[src/rtl/tff_count_ctrl_pkg.sv]
// tff_count_ctrl_pkg: state encoding and width bounds shared by the TFF sequencer
package tff_count_ctrl_pkg;
  typedef enum logic [1:0] {IDLE = 2'd0, LOAD = 2'd1, RUN = 2'd2, DONE = 2'd3} state_t;
  localparam int MIN_WIDTH = 1;
  localparam int MAX_WIDTH = 16;
endpackage

[src/rtl/tff_count_ctrl_toggle_mask.sv]
// toggle_mask: T-input mask that moves a TFF bank by +1 (up) or -1 (down)
module toggle_mask #(
  parameter int WIDTH = 4
) (
  input  logic [WIDTH-1:0] q,
  input  logic             up,
  output logic [WIDTH-1:0] mask
);
  logic [WIDTH-1:0] hit;
  // a stage toggles when every lower stage sits at 1 (up) or at 0 (down)
  assign hit = q ~^ {WIDTH{up}};
  always_comb begin
    mask = '0;
    for (int i = 0; i < WIDTH; i++) mask[i] = &(hit | ~((WIDTH'(1) << i) - WIDTH'(1)));
  end
endmodule

[src/rtl/tff_count_ctrl.sv]
// tff_count_ctrl: one-shot / free-run up/down sequencer driving an external TFF bank
module tff_count_ctrl
  import tff_count_ctrl_pkg::*;
#(
  parameter int WIDTH = 4
) (
  input  logic             clock,
  input  logic             reset,
  input  logic             start,
  input  logic             stop,
  input  logic             up,
  input  logic             mode,
  input  logic             en,
  input  logic [WIDTH-1:0] limit,
  input  logic [WIDTH-1:0] q,
  output logic [WIDTH-1:0] t,
  output logic             tff_reset,
  output logic             busy,
  output logic             done,
  output logic             tick
);
  if (WIDTH < MIN_WIDTH || WIDTH > MAX_WIDTH) begin : g_width_check
    $error("tff_count_ctrl: WIDTH %0d outside 1..16", WIDTH);
  end
  state_t           state, state_nx;
  logic [WIDTH-1:0] limit_r, init, term, step;
  logic             up_r, mode_r;
  toggle_mask #(.WIDTH(WIDTH)) u_mask (.q(q), .up(up_r), .mask(step));
  assign init      = up_r ? '0 : limit_r;
  assign term      = up_r ? limit_r : '0;
  assign tff_reset = reset;
  assign busy      = state == LOAD || state == RUN;
  assign done      = state == DONE;
  always_ff @(posedge clock) begin
    if (reset) begin
      state   <= IDLE;
      limit_r <= '0;
      up_r    <= 1'b0;
      mode_r  <= 1'b0;
    end else begin
      state <= state_nx;
      if (state == IDLE && start && !stop) begin
        limit_r <= limit;
        up_r    <= up;
        mode_r  <= mode;
      end
    end
  end
  always_comb begin
    state_nx = state;
    t        = '0;
    tick     = 1'b0;
    case (state)
      IDLE: state_nx = start ? LOAD : IDLE;
      LOAD: begin
        t        = q ^ init;
        state_nx = RUN;
      end
      RUN: if (en) begin
        tick     = q == term;
        t        = !tick ? step : mode_r ? q ^ init : '0;
        state_nx = tick && !mode_r ? DONE : RUN;
      end
      DONE: state_nx = IDLE;
      default: state_nx = IDLE;
    endcase
    // abort and reset freeze the bank and override any terminal-count action
    if (stop || reset) begin
      state_nx = IDLE;
      t        = '0;
      tick     = 1'b0;
    end
  end
endmodule

[config.mk]
export PLATFORM = sky130hd
export DESIGN_NAME = tff_count_ctrl
export DESIGN_NICKNAME = d
export VERILOG_FILES = /design/src/rtl/tff_count_ctrl_pkg.sv /design/src/rtl/tff_count_ctrl_toggle_mask.sv /design/src/rtl/tff_count_ctrl.sv
export SDC_FILE = /design/constraint.sdc
export NUM_CORES = 1
export LEC_CHECK = 0
export ABC_AREA = 0
export CAP_MARGIN = 25
export CELL_PAD_IN_SITES_DETAIL_PLACEMENT = 2
export CELL_PAD_IN_SITES_GLOBAL_PLACEMENT = 2
export CORE_MARGIN = 5
export CORE_UTILIZATION = 35
export DETAILED_ROUTE_END_ITERATION = 10
export DONT_BUFFER_PORTS = 1
export GPL_TIMING_DRIVEN = 0
export PLACE_DENSITY_LB_ADDON = 0.12
export SYNTH_ARGS = -nofsm -noshare
export SYNTH_HDL_FRONTEND = slang
export SYNTH_SLANG_ARGS = --single-unit
[constraint.sdc]
create_clock -name clock -period 3.24 [get_ports clock]
set_input_delay 0.648 -clock clock [delete_from_list [all_inputs] [get_ports clock]]
set_output_delay 0.648 -clock clock [all_outputs]
set_load 0.05 [all_outputs]
==> qor.yml, run 1 <==
fp.dieH_um: 53.86
power.density_nw_per_um2: 298.1
cts_setup_buffers: 0
crit_type: "input pin to output pin"
synth_area_um2: 673.1
leakage_nw: 0.2974
min_period_ps: 3025
arrival_ps: 2380
grt_pass1_wl_mm: 3.249
synth_top_area_cell: "dfxtp_1"
design.die.area_um2: 2900
rsz0062_at_grt: "no"
synth_cell_types: 31
crit_path_max_fanout: 7
cp-startpoint: "q[0]"
route.detailed.drc: 0
drv_slew: 0
cts.repair.resized: 4
worstPathCellList: "clkbuf_2, or4b_1, a32o_2, mux2i_1, o32ai_4"
ys_warn_count: 0
fillers: 220
rr_startpoint: "up_r"
crit_path_end_kind: "output pin"
die_w_um: 53.86
grt_overflow: 0
synth_xor_area_frac: 0.1041
syn_inst: 84
status: "finished, final reports clean"
dpl.hpwl_mm: 1.596
start_util: 0.3775
drt_iter0_markers: 6
place_congestion: 0.7825
cp-start-kind: "input pin"
drt_pre_antenna_iters: 2
nets: 109
antenna_found_initial: 0
root_buffer: "clkbuf_4"
synth_top_family_by_area: "simple AND/OR/NAND/NOR gates"
drtAntennaViolNets: 0
synth_area_leaders: "dfxtp_1, mux2i_1, xnor2_1"
synth_seq_cells: 8
whs_ps: 482.6
drive_above_1_share: 0.1591
holdCritPathClass: "input pin to flop"
grt_usage: 0.1567
max_clock_freq_mhz: 330.5
cts.path.max_buffers: 2
synthSimpleGateAreaFrac: 0.2751
grt_pass1_vias: 675
n_antenna_cell: 0
finalSetupViolations: 0
cts.clk_slew.worst_paths_ps: 50
cts_sinks: 8
synth-compound-area-share: 0.1320
yosys.area_share.adder: 0.07435
relSlewSlack: 0.4089
wl_per_cell_um: 17.33
area_growth_pct: 17.84
cts_tree: "yes"
tightest_slew_ps: 883.3
clk_latency_ps: 240
cts_buffers: 3
synth-seq-area-share: 0.2379
top_level_ports: 23
fin_crit_sh: 0.9338
hold_buffers: 0
cts_max_level: 1
critical_path.slowest_cell: "or4b_1"
muxShareOfSynthArea: 0.1190
via_count: 622
seq_area_um2: 160.2
clock_skew_ps: 2.735
numPortBuffers: 0
hold_viol_final: 0
syn_nets: 103
num_rows: 15
slowest_delay_ps: 530
multi_input_area_um2: 533.0
core_um2: 1783
vdd_drop_max_mv: 0.2831
hp-start: "stop"
avgSynthCellArea_um2: 8.014
required_ps: 2590
grt_max_degree: 11
fin_util: 0.4449
route.final.wire_length_mm: 1.958
synth.top_cell.area_share: 0.2379
max_cap_violations: 0
routed_via_density: 5.504
-- worst max-delay path: cells and delay by family --
family,cells,cell delay [ps]
muxes,1,170
AOI/OAI and AO/OA,2,880
and+or+nand+nor,1,530
buffers and inverters,1,150
-- cell usage after synthesis (all sizes together) --
cell type	number
nor2	11
dfxtp	8
mux2i	8
xnor2	7
nand2	6
nor2b	5
clkbuf	4
ha	4
o21ai	4
a31oi	3
buf	2
inv	2
nand4	2
nor3	2
or4b	2
a2bb2oi	1
a32o	1
and3	1
nand2b	1
nand3	1
nand4b	1
nor4	1
nor4b	1
o211ai	1
o21a	1
o22ai	1
o32ai	1
or2	1
xor2	1
-- kinds of logic (layout without fill, tap and decap cells) --
group | after synthesis | count (layout)
flip-flops | 8 | 8
XOR/XNOR | 8 | 8
multiplexers | 8 | 8
AND/OR/NAND/NOR | 35 | 35
AO/OA/AOI/OAI | 13 | 13
buffers and inverters | 8 | 12
adder cells (fa/ha/maj) | 4 | 4
-- where the power goes --
| part | internal [mW] | total (mW) | switching (mW) | leakage [nW] |
|---|---|---|---|---|
| clock | 0.0420 | 0.0695 | 0.0276 | 0.0138 |
| sequential | 0.103 | 0.110 | 0.00623 | 0.0653 |
| combinational | 0.0232 | 0.0574 | 0.0342 | 0.218 |
| total | 0.168 | 0.236 | 0.0680 | 0.297 |
-- per-stage QoR --
step | area [um^2] | TNS, ps | total power, mW | cells | setup WS, ps
final | 793.3 | 0 | 0.2365 | 113 | 214.6
after global routing | 793.3 | 0 | 0.2547 | 113 | 67.05
after CTS | 767.0 | 0 | 0.2386 | 113 | 2.792
after detailed placement | 725.7 | -342.9 | 0.1649 | 110 | -196.6
after global placement | 718.2 | -167.8 | 0.1618 | 109 | -103.5
after floorplan | 686.9 | 0 | 0.1542 | 84 | 14.72
-- sequential cells by signal, summed over array words and instances, names as in the netlist --
name,cells
mode_r,1
state,2
limit_r,4
up_r,1
-- per-layer routing --
layer  vias up  share of wire  track usage  wire [um]
li1        305              -            -          -
met1       300           0.42       0.1927        824
met2        15           0.53       0.2742       1030
met3         2          0.042      0.02493         82
met4         0          0.011      0.05106         21
met5         -              0            0          0
-- layout make-up --
cell class	count	share of cell area
clock buffer	3	0.02839
inverter	2	0.009464
buffer	6	0.03943
sequential	8	0.2019
tap	25	0.03943
timing repair buffer	1	0.009464
multi-input combinational	68	0.6719
-- final timing paths --
check / cells after the start / to / slack [ps]
max: 5 / t[1] / 210
min: 1 / state[1] / 480
max reg2reg: 5 / state[0] / 1160
min reg2reg: 2 / limit_r[3] / 580
-- cells in the final DEF (no fill, tap or decap), types with 2 or more instances in the layout --
cell,n
a31oi_1,3
or4b_1,2
o21ai_0,3
mux2i_1,8
buf_4,3
clkbuf_1,3
ha_1,3
inv_1,2
xnor2_1,7
nand2_1,6
clkbuf_4,3
nor2_1,11
nor2b_1,5
nor3_1,2
nand4_1,2
dfxtp_1,8
Note: power is estimated with default switching activity, not from simulation.
==> inputs of run 2 (changes only) <==
--- a/config.mk
+++ b/config.mk
@@ -10,11 +10,12 @@
 export CELL_PAD_IN_SITES_DETAIL_PLACEMENT = 2
 export CELL_PAD_IN_SITES_GLOBAL_PLACEMENT = 2
 export CORE_MARGIN = 5
-export CORE_UTILIZATION = 35
+export CORE_UTILIZATION = 37
 export DETAILED_ROUTE_END_ITERATION = 10
 export DONT_BUFFER_PORTS = 1
 export GPL_TIMING_DRIVEN = 0
 export PLACE_DENSITY_LB_ADDON = 0.12
 export SYNTH_ARGS = -nofsm -noshare
 export SYNTH_HDL_FRONTEND = slang
+export SYNTH_HIERARCHICAL = 1
 export SYNTH_SLANG_ARGS = --single-unit
==> run 2 against run 1 <==
Count of clock-buffer cells in the layout did not move; clock skew fell by 0.72 ps; die area rose by 1.2%; non-clock buffer count fell by 2; critical endpoint is now t[2]; power rose by 0.52%; combinational power fell by 10%; synthesized cell count fell by 2.4%; core utilization fell by 2.3 points; first-iteration DRC count fell by 100%; critical path type is now flop to output pin; largest power group unchanged; cell area rose by 1.3%; critical path depth rose by 1; sequential cell count did not move.
==> qor.yml, run 2 <==
n_antenna_cell: 0  # unchanged
switchingPower_mw: 0.06924  # +1.8%
nets: 106  # -2.8%
routed_via_density: 5.214  # -5.3%
synth_top_area_cell: "dfxtp_1"
pwr-share-comb: 0.217  # -0.026
cp-start-kind: "flop"
rsz0062_at_grt: "no"
critical_path.slowest_cell: "ha_1"
clock_skew_ps: 2.018  # -0.7173 ps
holdCritPathClass: "input pin to flop"
leakage_nw: 0.3170  # +6.6%
p_sw_frac: 0.2913  # +0.003540
dpl.hpwl_mm: 1.399  # -12%
largest_reg_flops: 4  # unchanged
area_growth_pct: 11.27
synth_area_um2: 721.9  # +7.2%
drv_slew: 0  # unchanged
crit_family: "adder cells"
cpMostUsedCell: "nand2_1"
route.detailed.drc: 0  # unchanged
avgSynthCellArea_um2: 8.804  # +9.9%
synth_seq_cells: 8  # unchanged
crit_path_max_fanout: 5  # -2
grt_pass1_vias: 624  # -7.6%
antenna_found_initial: 0  # unchanged
synth-edff-count: 0  # unchanged
final_common_cell: "nor2_1"
start_util: 0.3796  # +0.002061
cts_buffers: 3  # unchanged
reg2reg_setup_slack_ps: 1620  # +460 ps
grt_pass1_wl_mm: 2.808  # -14%
core_um2: 1902  # +6.7%
clk_latency_ps: 250  # about the same
grt_usage: 0.1357  # -0.02100
slowest_delay_ps: 700  # +170 ps
fin_crit_sh: 0.9369  # +0.003150
cts_tree: "yes"
synth_area_leaders: "dfxtp_1, mux2i_1, xnor2_1"
required_ps: 2590  # about the same
min_period_ps: 3036  # +10.21 ps
die_w_um: 54.17  # +0.58%
synth.top_cell.area_share: 0.2218  # -0.01608
synth-async-reset-ratio: 0  # unchanged
crit_type: "flop to output pin"
drtAntennaViolNets: 0  # unchanged
arrival_ps: 2390  # about the same
finalSetupViolations: 0  # unchanged
seqPwrFrac: 0.459  # -0.004
hold_viol_final: 0  # unchanged
grt_overflow: 0  # unchanged
cts_sinks: 8  # unchanged
max_clock_freq_mhz: 329.4  # -0.34%
cts_max_level: 1  # unchanged
ys_warn_count: 6  # +6
synth-seq-area-share: 0.2218  # -0.01608
syn_inst: 82  # -2.4%
pwr-share-clk: 0.324  # +0.030
numPortBuffers: 0  # unchanged
synth.most_common_cell: "nor2_1"
crit_path_end_kind: "output pin"
status: "finished, final reports clean"
setup_tns_ps: 0  # unchanged
wl_per_cell_um: 15.12  # -13%
top_level_ports: 23  # unchanged
route.final.wire_length_mm: 1.693  # -14%
root_buffer: "clkbuf_4"
grt_max_degree: 11  # unchanged
synth_cell_types: 33  # +6.5%
relSlewSlack: 0.5805  # +0.1716
synthFlopType: "dfxtp_1"
power.density_nw_per_um2: 295.9  # -0.73%
final_cell_mix: "nor2_1, dfxtp_1, xnor2_1, mux2i_1"
synth_top_cells_by_count: "nor2_1, dfxtp_1, mux2i_1, xnor2_1"
place_congestion: 0.7565  # -3.3%
num_rows: 16  # +1
finalPower_mw: 0.2377  # +0.52%
p_int_mw: 0.1685  # about the same
tightest_slew_ps: 629.2  # -254.1 ps
via_count: 584  # -6.1%
vdd_drop_max_mv: 0.2018  # -29%
drt_iter0_markers: 0  # -6
design.die.area_um2: 2934  # +1.2%
reg_top3: "limit_r: 4 flops, state: 2 flops"
max_cap_violations: 0  # unchanged
regMostFlops: "limit_r"
drive_above_1_share: 0.2235  # +0.06444
drt_pre_antenna_iters: 1  # -1
cts.clk_slew.worst_paths_ps: 50  # about the same
crit_buf_inv: 1  # unchanged
cts.path.max_buffers: 2  # unchanged
worstPathCellList: "inv_1, ha_1, nand2_1, nor2_1, nand2_1, o22ai_2"
syn_nets: 101  # -1.9%
fp.dieH_um: 54.17  # +0.58%
==> run 2: cell types whose count changed after synthesis, sizes merged, moves of 3 or more <==
cell     delta
nor2b       -4
and2b       +3
clkbuf      -3
o2bb2ai     +3
==> run 2: metal layers <==
metal | track usage | part of all wire
met1 | 0.1658 | 0.46
met5 | 0 | 0
met4 | 0.07469 | 0.0071
met3 | 0.03324 | 0.037
met2 | 0.2151 | 0.49
==> run 2: per-stage QoR <==
stage          cell area, um^2  hold WS [ps]  cells  utilization  worst slack (ps)
2_1_floorplan            721.9         510.5     82            -             372.9
3_3_place_gp             755.7         550.5    109       0.3974             217.1
3_5_place_dp             755.7         562.1    109       0.3974             162.6
4_1_cts                  803.3         452.5    112       0.4224             171.2
5_1_grt                  803.3         441.0    112       0.4224             72.49
6_report                 803.3         465.3    112       0.4224             204.4
==> run 2: cell type report <==
class	count	area, um^2
fillers	227	1099
multi-input cells	67	548.0
well taps	27	33.78
flip-flops and latches	8	160.2
inverters	2	7.507
plain buffers	5	31.28
clock buffers	3	22.52
==> run 2: repair_timing <==
item,in CTS,in global routing
resized for setup,4,0
hold buffers,0,0
setup buffers,0,0
endpoints found under the setup margin,4,0
==> run 2: path summary, 6_finish.rpt <==
kind / from / to / cells past startpoint
min: stop / state[1] / 1
min reg2reg: state[1] / state[1] / 2
max reg2reg: state[0] / up_r / 7
max: state[0] / t[2] / 6
==> run 2: logic make-up (layout without fill, tap and decap cells) <==
kind of cell,after synthesis,in the layout,synth area share
simple gates,34,34,0.2721
buf+inv,7,10,0.05372
compound gates,14,14,0.1959
xor+xnor,7,7,0.08492
other cells,1,1,0.005194
fa+ha+maj,4,4,0.06933
flops,8,8,0.2218
mux,7,7,0.09706
==> run 2: power by group through the flow <==
stage / Sequential [mW] / Clock [mW] / Combinational, mW
final: 0.109 / 0.0769 / 0.0515
after global routing: 0.110 / 0.0929 / 0.0563
after CTS: 0.109 / 0.0819 / 0.0524
after detailed placement: 0.112 / 0 / 0.0502
after global placement: 0.111 / 0 / 0.0488
after floorplan: 0.109 / 0 / 0.0439
